## src/rtl/gcd_driver.sv

```systemverilog
// -----------------------------------------------------------------------------
// gcd_driver
//
// Initiator-side companion to the GCD engine. Takes operand pairs from an
// upstream valid/ready stream and hands them to the engine. Results come back
// valid-only, so they are caught in a small show-ahead FIFO and re-presented
// downstream on a valid/ready stream. Pairs with a zero operand are answered
// locally (A|B), because the engine never terminates on them.
//
// Ports:
//   clk           clock, all state on the rising edge
//   reset         asynchronous, active-low reset
//   req_valid     upstream request valid
//   req_data      [2W-1:W] operand A, [W-1:0] operand B
//   req_ready     request accepted on req_valid & req_ready
//   gcd_in_valid  to engine io_in_valid
//   gcd_in_data   to engine io_in_data (mirror of req_data)
//   gcd_in_ready  from engine io_in_ready
//   gcd_out_valid from engine io_out_valid (single-cycle pulse)
//   gcd_out_data  from engine io_out_data
//   resp_valid    downstream result valid (FIFO not empty)
//   resp_data     FIFO head (show-ahead)
//   resp_ready    downstream pop
//   busy          an operand pair is in flight in the engine (state WAIT)
//   err           sticky protocol error (spurious result or push into full FIFO)
//
// Handshakes: a transfer happens on a rising edge where valid and ready are
// both high. req_ready never looks at req_data or req_valid; resp_valid never
// looks at resp_ready. The engine output has no ready: its slot is reserved by
// requiring FIFO space before issuing, and nothing else pushes while in WAIT.
// -----------------------------------------------------------------------------
module gcd_driver #(
  parameter int WIDTH = 16,
  parameter int DEPTH = 4
) (
  input  logic               clk,
  input  logic               reset,
  input  logic               req_valid,
  input  logic [2*WIDTH-1:0] req_data,
  output logic               req_ready,
  output logic               gcd_in_valid,
  output logic [2*WIDTH-1:0] gcd_in_data,
  input  logic               gcd_in_ready,
  input  logic               gcd_out_valid,
  input  logic [WIDTH-1:0]   gcd_out_data,
  output logic               resp_valid,
  output logic [WIDTH-1:0]   resp_data,
  input  logic               resp_ready,
  output logic               busy,
  output logic               err
);

  localparam int AW = $clog2(DEPTH);
  localparam int CW = AW + 1;
  localparam logic [CW-1:0] FULL = CW'(DEPTH);

  typedef enum logic [0:0] {
    S_IDLE = 1'b0,
    S_WAIT = 1'b1
  } state_t;

  state_t state, state_nxt;

  logic [WIDTH-1:0] mem [DEPTH];
  logic [AW-1:0]    wr_ptr, rd_ptr;
  logic [CW-1:0]    count;

  logic [WIDTH-1:0] op_a, op_b;
  logic             zero, space, accept, pop, push, overflow;
  logic             push_req, spurious;
  logic [WIDTH-1:0] push_data;

  assign op_a  = req_data[2*WIDTH-1:WIDTH];
  assign op_b  = req_data[WIDTH-1:0];
  assign zero  = (op_a == '0) | (op_b == '0);
  assign space = (count < FULL);

  // Gated by reset so both handshake outputs read 0 while reset is held,
  // whatever the engine drives on its ready line.
  assign req_ready    = reset & (state == S_IDLE) & space & gcd_in_ready;
  assign gcd_in_valid = reset & req_valid & (state == S_IDLE) & space & ~zero;
  assign gcd_in_data  = req_data;
  assign accept       = req_valid & req_ready;

  assign resp_valid = (count != '0);
  assign resp_data  = mem[rd_ptr];
  assign busy       = (state == S_WAIT);

  // Next state and push selection.
  always_comb begin
    state_nxt = state;
    push_req  = 1'b0;
    push_data = '0;
    spurious  = 1'b0;
    case (state)
      S_IDLE: begin
        if (accept) begin
          if (zero) begin
            // gcd(x,0)=x and gcd(0,0)=0, both equal to A|B.
            push_req  = 1'b1;
            push_data = op_a | op_b;
          end else begin
            state_nxt = S_WAIT;
          end
        end
        // Nothing is in the engine, so any result now is spurious.
        if (gcd_out_valid) spurious = 1'b1;
      end
      S_WAIT: begin
        if (gcd_out_valid) begin
          push_req  = 1'b1;
          push_data = gcd_out_data;
          state_nxt = S_IDLE;
        end
      end
      default: state_nxt = S_IDLE;
    endcase
  end

  assign pop      = resp_valid & resp_ready;
  assign push     = push_req & space;
  assign overflow = push_req & ~space;

  always_ff @(posedge clk or negedge reset) begin
    if (!reset) begin
      state <= S_IDLE;
    end else begin
      state <= state_nxt;
    end
  end

  always_ff @(posedge clk or negedge reset) begin
    if (!reset) begin
      wr_ptr <= '0;
      rd_ptr <= '0;
      count  <= '0;
      err    <= 1'b0;
      for (int i = 0; i < DEPTH; i++) mem[i] <= '0;
    end else begin
      if (push) begin
        mem[wr_ptr] <= push_data;
        wr_ptr      <= wr_ptr + 1'b1;
      end
      if (pop) rd_ptr <= rd_ptr + 1'b1;
      case ({push, pop})
        2'b10:   count <= count + 1'b1;
        2'b01:   count <= count - 1'b1;
        default: count <= count;
      endcase
      if (spurious | overflow) err <= 1'b1;
    end
  end

endmodule

```

## config.mk

```make
export PLATFORM = sky130hd
export DESIGN_NAME = gcd_driver
export DESIGN_NICKNAME = d
export VERILOG_FILES = /design/src/rtl/gcd_driver.sv
export SDC_FILE = /design/constraint.sdc
export NUM_CORES = 1
export LEC_CHECK = 0
export CAP_MARGIN = 0
export CORE_MARGIN = 5
export CORE_UTILIZATION = 44
export DETAILED_ROUTE_END_ITERATION = 6
export PLACE_DENSITY = 0.87
export SYNTH_ARGS = -nofsm -noshare
export SYNTH_HDL_FRONTEND = slang
export SYNTH_SLANG_ARGS = --single-unit
```

## constraint.sdc

```tcl
create_clock -name clk -period 2.35 [get_ports clk]
set_input_delay 0.47 -clock clk [delete_from_list [all_inputs] [get_ports clk]]
set_output_delay 0.47 -clock clk [all_outputs]
set_load 0.02 [all_outputs]
```

==> flow_summary.ini, run 1 <==
[synth]
synth_fp_nets = 361
yosysUniqueCellTypes = 33
ys_seq_area_share_pct = 45.36
async_flop_share_pct = 100.0
synth_warnings = 0
syn_inst = 301
synth_ff_type = dfrtp_1
syn-mean-instance-area_um2 = 13.38
ys_ff_latch = 73
netlist_area_um2 = 4028
synth_edf_count = 0

[layout]
final_area_um2 = 5647
diodes = 0
layout-drive-gt1-share_pct = 45.59
area_growth_pct = 40.20
fillerInstances = 673
final_nets = 510

[floorplan]
rows = 35
start_util_pct = 44.43
fp.dieH_um = 105.7
die_x_um = 105.7
top_level_ports = 107
dieArea_um2 = 11170
core_um2 = 9065

[pwr]
p_leak_nw = 2.693
pwr_density_cell_nw_per_um2 = 664.1
irDropWorstVdd_v = 0.0003799
finalPower_mw = 3.750

[place]
hpwl_mm = 8.218
portBuffers = 106
place_area_um2 = 5424
globalplace.congestion = 0.8349

[clocking]
cts.sinks = 73
cts_root_buf = clkbuf_8
htreeDepth = 3
clockBufferDepth = 2
clock_latency_ps = 350
path_clk_slew_ps = 80
cts_tree = yes
hold_buffers = 0
cts_buffers = 9

[sta]
clock_skew_ps = 7.449
period_minus_slack_ps = 2337
slew_headroom_pct = 40.14
worstMarginPinSlew_ps = 897.9
max_freq_ghz = 0.4280
finalSetupViolations = 0
holdWs_ps = 380.8
rsz0062_at_grt = true
finalHoldViolations = 0
slew_viol_final = 0
min_period_over_period_pct = 99.43
tns_ps = 0

[routing]
viasPerCell = 5.317
final_antenna_net_count = 0
drt-total-wl_mm = 11.35
drc_errors = 0
post_drt_wl_per_cell_um = 20.10
first_iter_violations = 124
dr.pass1.iters = 4
num_vias = 3004

[global_routing]
grt_remaining_overflow = 0
grt_usage_pct = 20.56
grt_antenna_before_repair = 0
grt_max_degree = 74
grt_pass1_wl_mm = 17.79
grt_pass1_vias = 3403

[critical_path]
cp.required_ps = 2590
cp-start-kind = input port
cp_max_fo = 12
endpoint_kind = flop
slowest_stage = mux2_2
cpMostUsedCell = buf_4
critPathKind = input port to flop
critPathArrivalTime_ps = 2570
path_buf_inv = 6
worstPathCellList = buf_4 -> nor4_4 -> buf_4 -> and4_4 -> o211ai_4 -> buf_4 -> buf_4 -> buf_4 -> a21oi_4 -> buf_12 -> mux2_2
critPathMaxStageDelay_ps = 350
crit_family = buffers and inverters

[worst_hold_path]
hp-class = input port to asynchronous set/reset pin

[run]
max_cap_viol_count = 0

[run_status]
outcome = completed
## layout by cell type (no fill, tap or decap), types with 10 or more instances in the layout
master,Yosys,routed
buf_4,33,75
clkbuf_2,0,11
clkdlybuf4s15_1,0,10
clkdlybuf4s50_1,0,54
dfrtp_1,73,73
dlygate4sd2_1,0,28
mux2_2,35,35
mux2_4,30,30
mux4_2,16,16
nand2_1,20,20
nor2_1,17,17
o21ai_0,14,14
## power breakdown
group          internal [mW]  switching (mW)  leakage, nW
combinational          0.652           0.659         1.61
clock                  0.478           0.464       0.0909
sequential              1.40          0.0948        0.994
total                   2.53            1.22         2.69
## worst paths after layout
kind	start	slack (ps)	cells past startpoint	end
worst max-delay path	req_data[31]	10	11	mem[59]
worst min-delay path	reset	380	2	mem[51]
worst max register to register	count[2]	130	9	mem[59]
worst min register to register	err	470	1	err
max in group asynchronous	reset	1390	2	mem[18]
min in group clk	err	470	1	err
## worst register-to-register path, cell delays in order, from the launching register on
cell and delay (ps):
dfrtp_1 410, nor3b_2 220, and2_2 230, o211ai_4 110
buf_4 150, buf_4 130, buf_4 130, a21oi_4 180
buf_12 190, mux2_2 360
## per-layer routing
layer	up-vias	global-route usage (%)	routed length (µm)
met2	113	35.84	5804
met3	23	5.083	818
met4	0	7.586	196
met1	1542	24.54	4534
li1	1326	-	-
met5	-	0	0
## registers in the layout, indices dropped and copies added, names as in the netlist
register	cells
wr_ptr	2
rd_ptr	2
err	1
mem	64
count	3
busy	1
## timing repair
action / 4_1_cts / 5_1_grt
endpoints found under the setup margin: 77 / 56
gates cloned: 0 / 0
pin swaps: 16 / 15
resized for setup: 63 / 37
buffers inserted: 7 / 1
## per-stage QoR
stage,worst slack [ps],cells,utilization [%]
6_report,13.33,565,62.29
4_1_cts,10.67,564,62.40
5_1_grt,-35.92,565,62.29
3_3_place_gp,-615.9,542,59.83
2_1_floorplan,6.944,301,-
3_5_place_dp,-698.8,542,59.83
## final cells by class
cell class / instances / area, µm² / area share (%)
multi-input cells: 176 / 1889 / 33.46
well taps: 111 / 138.9 / 2.460
repair buffers: 183 / 1582 / 28.01
clock inverters: 6 / 60.06 / 1.064
flip-flops and latches: 73 / 1827 / 32.35
clock buffers: 9 / 123.9 / 2.194
inverters: 7 / 26.28 / 0.4653
## cells in the mapped netlist, types with 3 or more instances
library cell | count | share of area, %
a21oi_4 | 3 | 1.2
and2_1 | 3 | 0.47
buf_12 | 3 | 1.5
buf_4 | 33 | 6.2
clkbuf_1 | 5 | 0.47
dfrtp_1 | 73 | 45
ha_1 | 5 | 1.6
inv_1 | 7 | 0.65
mux2_2 | 35 | 9.8
mux2_4 | 30 | 11
mux4_2 | 16 | 8.9
nand2_1 | 20 | 1.9
nand2b_1 | 5 | 0.78
nor2_1 | 17 | 1.6
nor4_1 | 7 | 1.1
o21ai_0 | 14 | 1.7
o21ai_1 | 3 | 0.37
xnor2_1 | 3 | 0.65
xor2_1 | 3 | 0.65
## logic make-up after synthesis
| logic type | after synthesis | synth area share, % |
|---|---|---|
| AND/OR/NAND/NOR | 58 | 7.176 |
| buffers and inverters | 52 | 9.568 |
| multiplexers | 82 | 30.16 |
| AO/OA/AOI/OAI | 24 | 4.380 |
| XOR/XNOR | 6 | 1.305 |
| adder cells (fa/ha/maj) | 6 | 2.050 |
| flip-flops | 73 | 45.36 |
Note: power is estimated with default switching activity, not from simulation.
==> run 2: changes to the inputs <==
--- a/config.mk
+++ b/config.mk
@@ -9,6 +9,7 @@
 export CORE_MARGIN = 5
 export CORE_UTILIZATION = 44
 export DETAILED_ROUTE_END_ITERATION = 6
+export HOLD_SLACK_MARGIN = 0.1
 export PLACE_DENSITY = 0.87
 export SYNTH_ARGS = -nofsm -noshare
 export SYNTH_HDL_FRONTEND = slang
==> results of run 2 <==
The final DEF is identical to that of run 1; final timing and power are the same.
==> variant 1 (flow settings as in run 1) <==
Change the parameter `DEPTH` from 4 to 8.
--- a/src/rtl/gcd_driver.sv
+++ b/src/rtl/gcd_driver.sv
@@ -32,5 +32,5 @@
 module gcd_driver #(
   parameter int WIDTH = 16,
-  parameter int DEPTH = 4
+  parameter int DEPTH = 8
 ) (
   input  logic               clk,
Behaviour: not the same (a bounded check fails within 10 cycles, from zero or initial values and one cycle with reset low).
==> variant 1 against run 1 <==
The run now ends with negative setup slack left; wire length is 85% higher; synthesized area is 74% higher; sequential cell count is 67 higher; register-to-register slack worse by 0.13 ns; total power is 120% higher; design area is 73% higher; sequential power is 93% higher; setup slack worse by 0.21 ns.
==> variant 1: results (changes against run 1) <==
[cells_and_area]
buffers=214  ; was 183
n_clock_buffer=19  ; was 9
num-fill-cells=1119  ; was 673
inverters_excl_clock=14  ; was 7
nMultiInputCombCells=295  ; was 176
clk_share_pct=6.10  ; was 3.26%
reg_top3=mem (128), count (4)  ; was mem (64), count (3)
multi_input_area_share_pct=34.9  ; was 33.5%
final_area_mm2=0.00976  ; was 0.00565 mm^2
drive_gt1_share_pct=56.8  ; was 45.6%
sh_seq_area_pct=35.9  ; was 32.4%

[status]
violations=negative setup slack
status=finished, violations left  ; was finished clean

[global_routing]
grt_pass1_vias=5749  ; was 3403
grt_pass1_wl_um=32500  ; was 17800 um
grt_max_degree=69  ; was 74
grt_use_total_pct=23.5  ; was 20.6%

[logic_synthesis]
syn_avg_cell_area_um2=13.9  ; was 13.4 um^2
synth_commonest_cells=dfrtp_1, mux2_2, buf_4  ; unchanged
synth_area_leaders=dfrtp_1, mux2_2, mux4_2  ; was dfrtp_1, mux2_4, mux2_2
synth.distinct_cells=35  ; was 33
syn-num-nets=564  ; was 361

[clocking]
clkTransAtPathRegs_ns=0.06  ; was 0.08 ns
insertion_delay_ns=0.43  ; was 0.35 ns
htreeDepth=4  ; was 3
cts-resized-gates=261  ; was 63
post_cts_buffers=10  ; was 7
root_buffer=clkbuf_16  ; was clkbuf_8
numCtsBuffers=17  ; was 9

[detailed_routing]
drtIter0Drc=359  ; was 124
drt-pass1-iter-count=5  ; was 4
routedWlPerCell_um=23.0  ; was 20.1 um
num_vias=5075  ; was 3004
vias_per_cell=5.57  ; was 5.32

[placed_design]
placed_area_mm2=0.00885  ; was 0.00542 mm^2
pre_cts_ws_ns=-0.874  ; was -0.699 ns
globalplace.congestion=0.822  ; was 0.835
io_buffers=106  ; unchanged
dp_hpwl_um=13500  ; was 8220 um
dp_cells=867  ; was 542

[worst_setup_path]
cp_slowest_stage_delay_ns=0.54  ; was 0.35 ns
cp.arrival_ns=2.07  ; was 2.57 ns
slowest_stage=mux4_2  ; was mux2_2
ff2ff_setup_slack_ns=0  ; was 0.13 ns
cp_max_fo=7  ; was 12

[timing]
fin_ws_ns=-0.195  ; was 0.0133 ns
setup_viol=18  ; was 0
clock_skew_ns=0.00919  ; was 0.00745 ns
setup-tns-final_ns=-2.69  ; was 0 ns
relSlewSlack_pct=44.8  ; was 40.1%
whs_ns=0.174  ; was 0.381 ns

[pwr]
internal-power_mw=5.55  ; was 2.53 mW
vdd_drop_max_uv=620  ; was 380 uV
p_leak_nw=4.55  ; was 2.69 nW

[variant 1: cell types whose count changed in the layout (fill, tap and decap cells not counted), sizes merged, moves of 4 or more]
| cell | delta |
|---|---|
| nand2 | +6 |
| dlygate4sd2 | -26 |
| inv | +8 |
| mux2 | +73 |
| mux2i | +8 |
| dfrtp | +67 |
| nand2b | -5 |
| mux4 | +16 |
| a21oi | +5 |
| nor2 | +5 |
| buf | +70 |
| clkdlybuf4s15 | -4 |
[variant 1: layer usage]
metal / global-route usage [%] / wire (um)
met3: 7.07 / 1490
met5: 0 / 0
met4: 10.9 / 986
met2: 39.5 / 10600
met1: 27.7 / 7870
[variant 1: cells by family after synthesis]
kind of cell / after synthesis / share of synthesized area, %
AO/OA/AOI/OAI: 33 / 3.53
XOR/XNOR: 10 / 1.25
adder cells (fa/ha/maj): 5 / 0.891
buffers and inverters: 70 / 6.26
flip-flops: 140 / 49.9
multiplexers: 179 / 33.7
AND/OR/NAND/NOR: 68 / 4.46
[variant 1: critical path, delay by kind of cell (launching register included)]
family | cells | cell delay (ns)
flops | 1 | 0.47
mux | 2 | 0.84
buf+inv | 2 | 0.33
[variant 1: final timing paths]
kind                                start            to  cells after the start
min in group clk                      err           err                      1
worst min register to register        err           err                      1
worst min-delay path                reset       mem[34]                      2
worst max register to register   count[0]      count[2]                     10
max in group asynchronous           reset       mem[57]                      3
worst max-delay path            rd_ptr[0]  resp_data[4]                      4
[variant 1: power groups by stage]
stage	combinational [mW]	clock, mW	sequential [mW]
6_report	2.53	2.68	2.89
5_1_grt	2.69	2.80	2.91
4_1_cts	2.61	2.69	2.87
3_5_place_dp	2.30	0	2.90
3_3_place_gp	2.22	0	2.87
2_1_floorplan	1.40	0	2.83
==> variant 2 (config.mk and constraints of run 1) <==
Without the edit above. Make the reset (`reset`) synchronous in 2 clocked blocks. Comments in the files are not updated.
--- a/src/rtl/gcd_driver.sv
+++ b/src/rtl/gcd_driver.sv
@@ -122,5 +122,5 @@
   assign overflow = push_req & ~space;
 
-  always_ff @(posedge clk or negedge reset) begin
+  always_ff @(posedge clk) begin
     if (!reset) begin
       state <= S_IDLE;
@@ -130,5 +130,5 @@
   end
 
-  always_ff @(posedge clk or negedge reset) begin
+  always_ff @(posedge clk) begin
     if (!reset) begin
       wr_ptr <= '0;
Function: differs if reset is asserted again (counterexample within 4 cycles, from zero or initial values and one cycle with reset low); with reset held inactive, the same outputs for 4 cycles.
==> variant 2 against run 1 <==
Wire length is 11% lower; highest routed layer unchanged; synthesized area is 7.7% lower; setup slack worse by 0.0062 ns; critical path depth is 1 higher; sequential cell count is 2 higher; design area is 3.9% lower.
Power is not compared: it rests on default switching activity, and its combinational part moved more than twofold at a synthesized area within 25%.
==> variant 2: results (changes against run 1) <==
[status]
status=finished clean  ; unchanged

[logic_synthesis]
synth_area_leaders=edfxtp_1, mux4_2, nor2_1  ; was dfrtp_1, mux2_4, mux2_2
synth-edff-count=64  ; was 0
async_reset_ff_share_pct=0  ; was 100%
synth_commonest_cells=nor2_1, edfxtp_1, buf_4  ; was dfrtp_1, mux2_2, buf_4
ys.flop_type=edfxtp_1  ; was dfrtp_1
synth_cells=306  ; was 301
synth-seq-cells=75  ; was 73
synth.distinct_cells=37  ; was 33
syn-num-nets=362  ; was 361
seq_area_frac_synth_pct=57.6  ; was 45.4%

[worst_setup_path]
cp.arrival_ns=2.41  ; was 2.57 ns
slowest_stage=a2bb2oi_1  ; was mux2_2
cp_max_fo=19  ; was 12
cp_slowest_stage_delay_ns=0.49  ; was 0.35 ns

[detailed_routing]
routedWlPerCell_um=18.3  ; was 20.1 um
route.met2.wl_um=5370  ; was 5800 um
drtIter0Drc=187  ; was 124
vias_per_cell=5.27  ; was 5.32
drt-pass1-iter-count=4  ; unchanged
dr_wl_met3_um=965  ; was 818 um
wl_met1_um=3490  ; was 4530 um

[hold_path]
hold_class=reg -> reg  ; was in -> async

[cells_and_area]
multi_input_area_share_pct=25.4  ; was 33.5%
buffers=174  ; was 183
utilization_pct=66.0  ; was 62.3%
inverters_excl_clock=4  ; was 7
n_clock_buffer=12  ; was 9
nets=499  ; was 510
nMultiInputCombCells=179  ; was 176
clk_share_pct=3.67  ; was 3.26%
buffer_area_share_pct=28.8  ; was 28.0%
num-fill-cells=595  ; was 673
sh_seq_area_pct=39.5  ; was 32.4%
final_cells=552  ; was 565
multiInputGateArea_mm2=0.00138  ; was 0.00189 mm^2

[clocking]
post_cts_buffers=5  ; was 7
cts-resized-gates=97  ; was 63

[pwr]
finalPower_mw=3.10
power_frac_seq_pct=48.6

[global_routing]
grt_pass1_wl_um=16100  ; was 17800 um
use_met3_pct=7.37  ; was 5.08%
use_met1_pct=22.4  ; was 24.5%
grt_use_total_pct=20.9  ; was 20.6%
grt_pass1_vias=3262  ; was 3403
use_met2_pct=37.5  ; was 35.8%
grt_max_degree=20  ; was 74

[placed_design]
placed_area_mm2=0.00513  ; was 0.00542 mm^2
dp_cells=531  ; was 542
globalplace.congestion=0.884  ; was 0.835
dp_hpwl_um=7380  ; was 8220 um
io_buffers=106  ; unchanged

[timing]
clock_skew_ns=0.00753  ; was 0.00745 ns

[variant 2: changes by cell type after synthesis, sizes merged, moves of 4 or more]
cell,delta
nor2,+69
and2,+6
dfxtp,+11
ha,-4
nand2,-13
edfxtp,+64
o21ai,-10
a2bb2oi,+16
mux2,-65
dfrtp,-73
[variant 2: worst paths after layout]
kind          startpoint        end  slack (ns)  depth (start not counted)
max reg2reg     count[2]  mem[1][3]        0.10                         10
max          req_data[8]  mem[1][3]       0.007                         12
min                  err        err        0.55                          2
min reg2reg          err        err        0.55                          2
[variant 2: logic make-up (layout without fill, tap and decap cells)]
group | Yosys count | count (layout) | share of synthesized area, %
XOR/XNOR | 4 | 4 | 0.943
flip-flops | 75 | 75 | 57.6
multiplexers | 16 | 16 | 9.70
AND/OR/NAND/NOR | 122 | 122 | 14.4
buffers and inverters | 52 | 193 | 8.99
AO/OA/AOI/OAI | 35 | 35 | 7.41
adder cells (fa/ha/maj) | 2 | 2 | 0.875
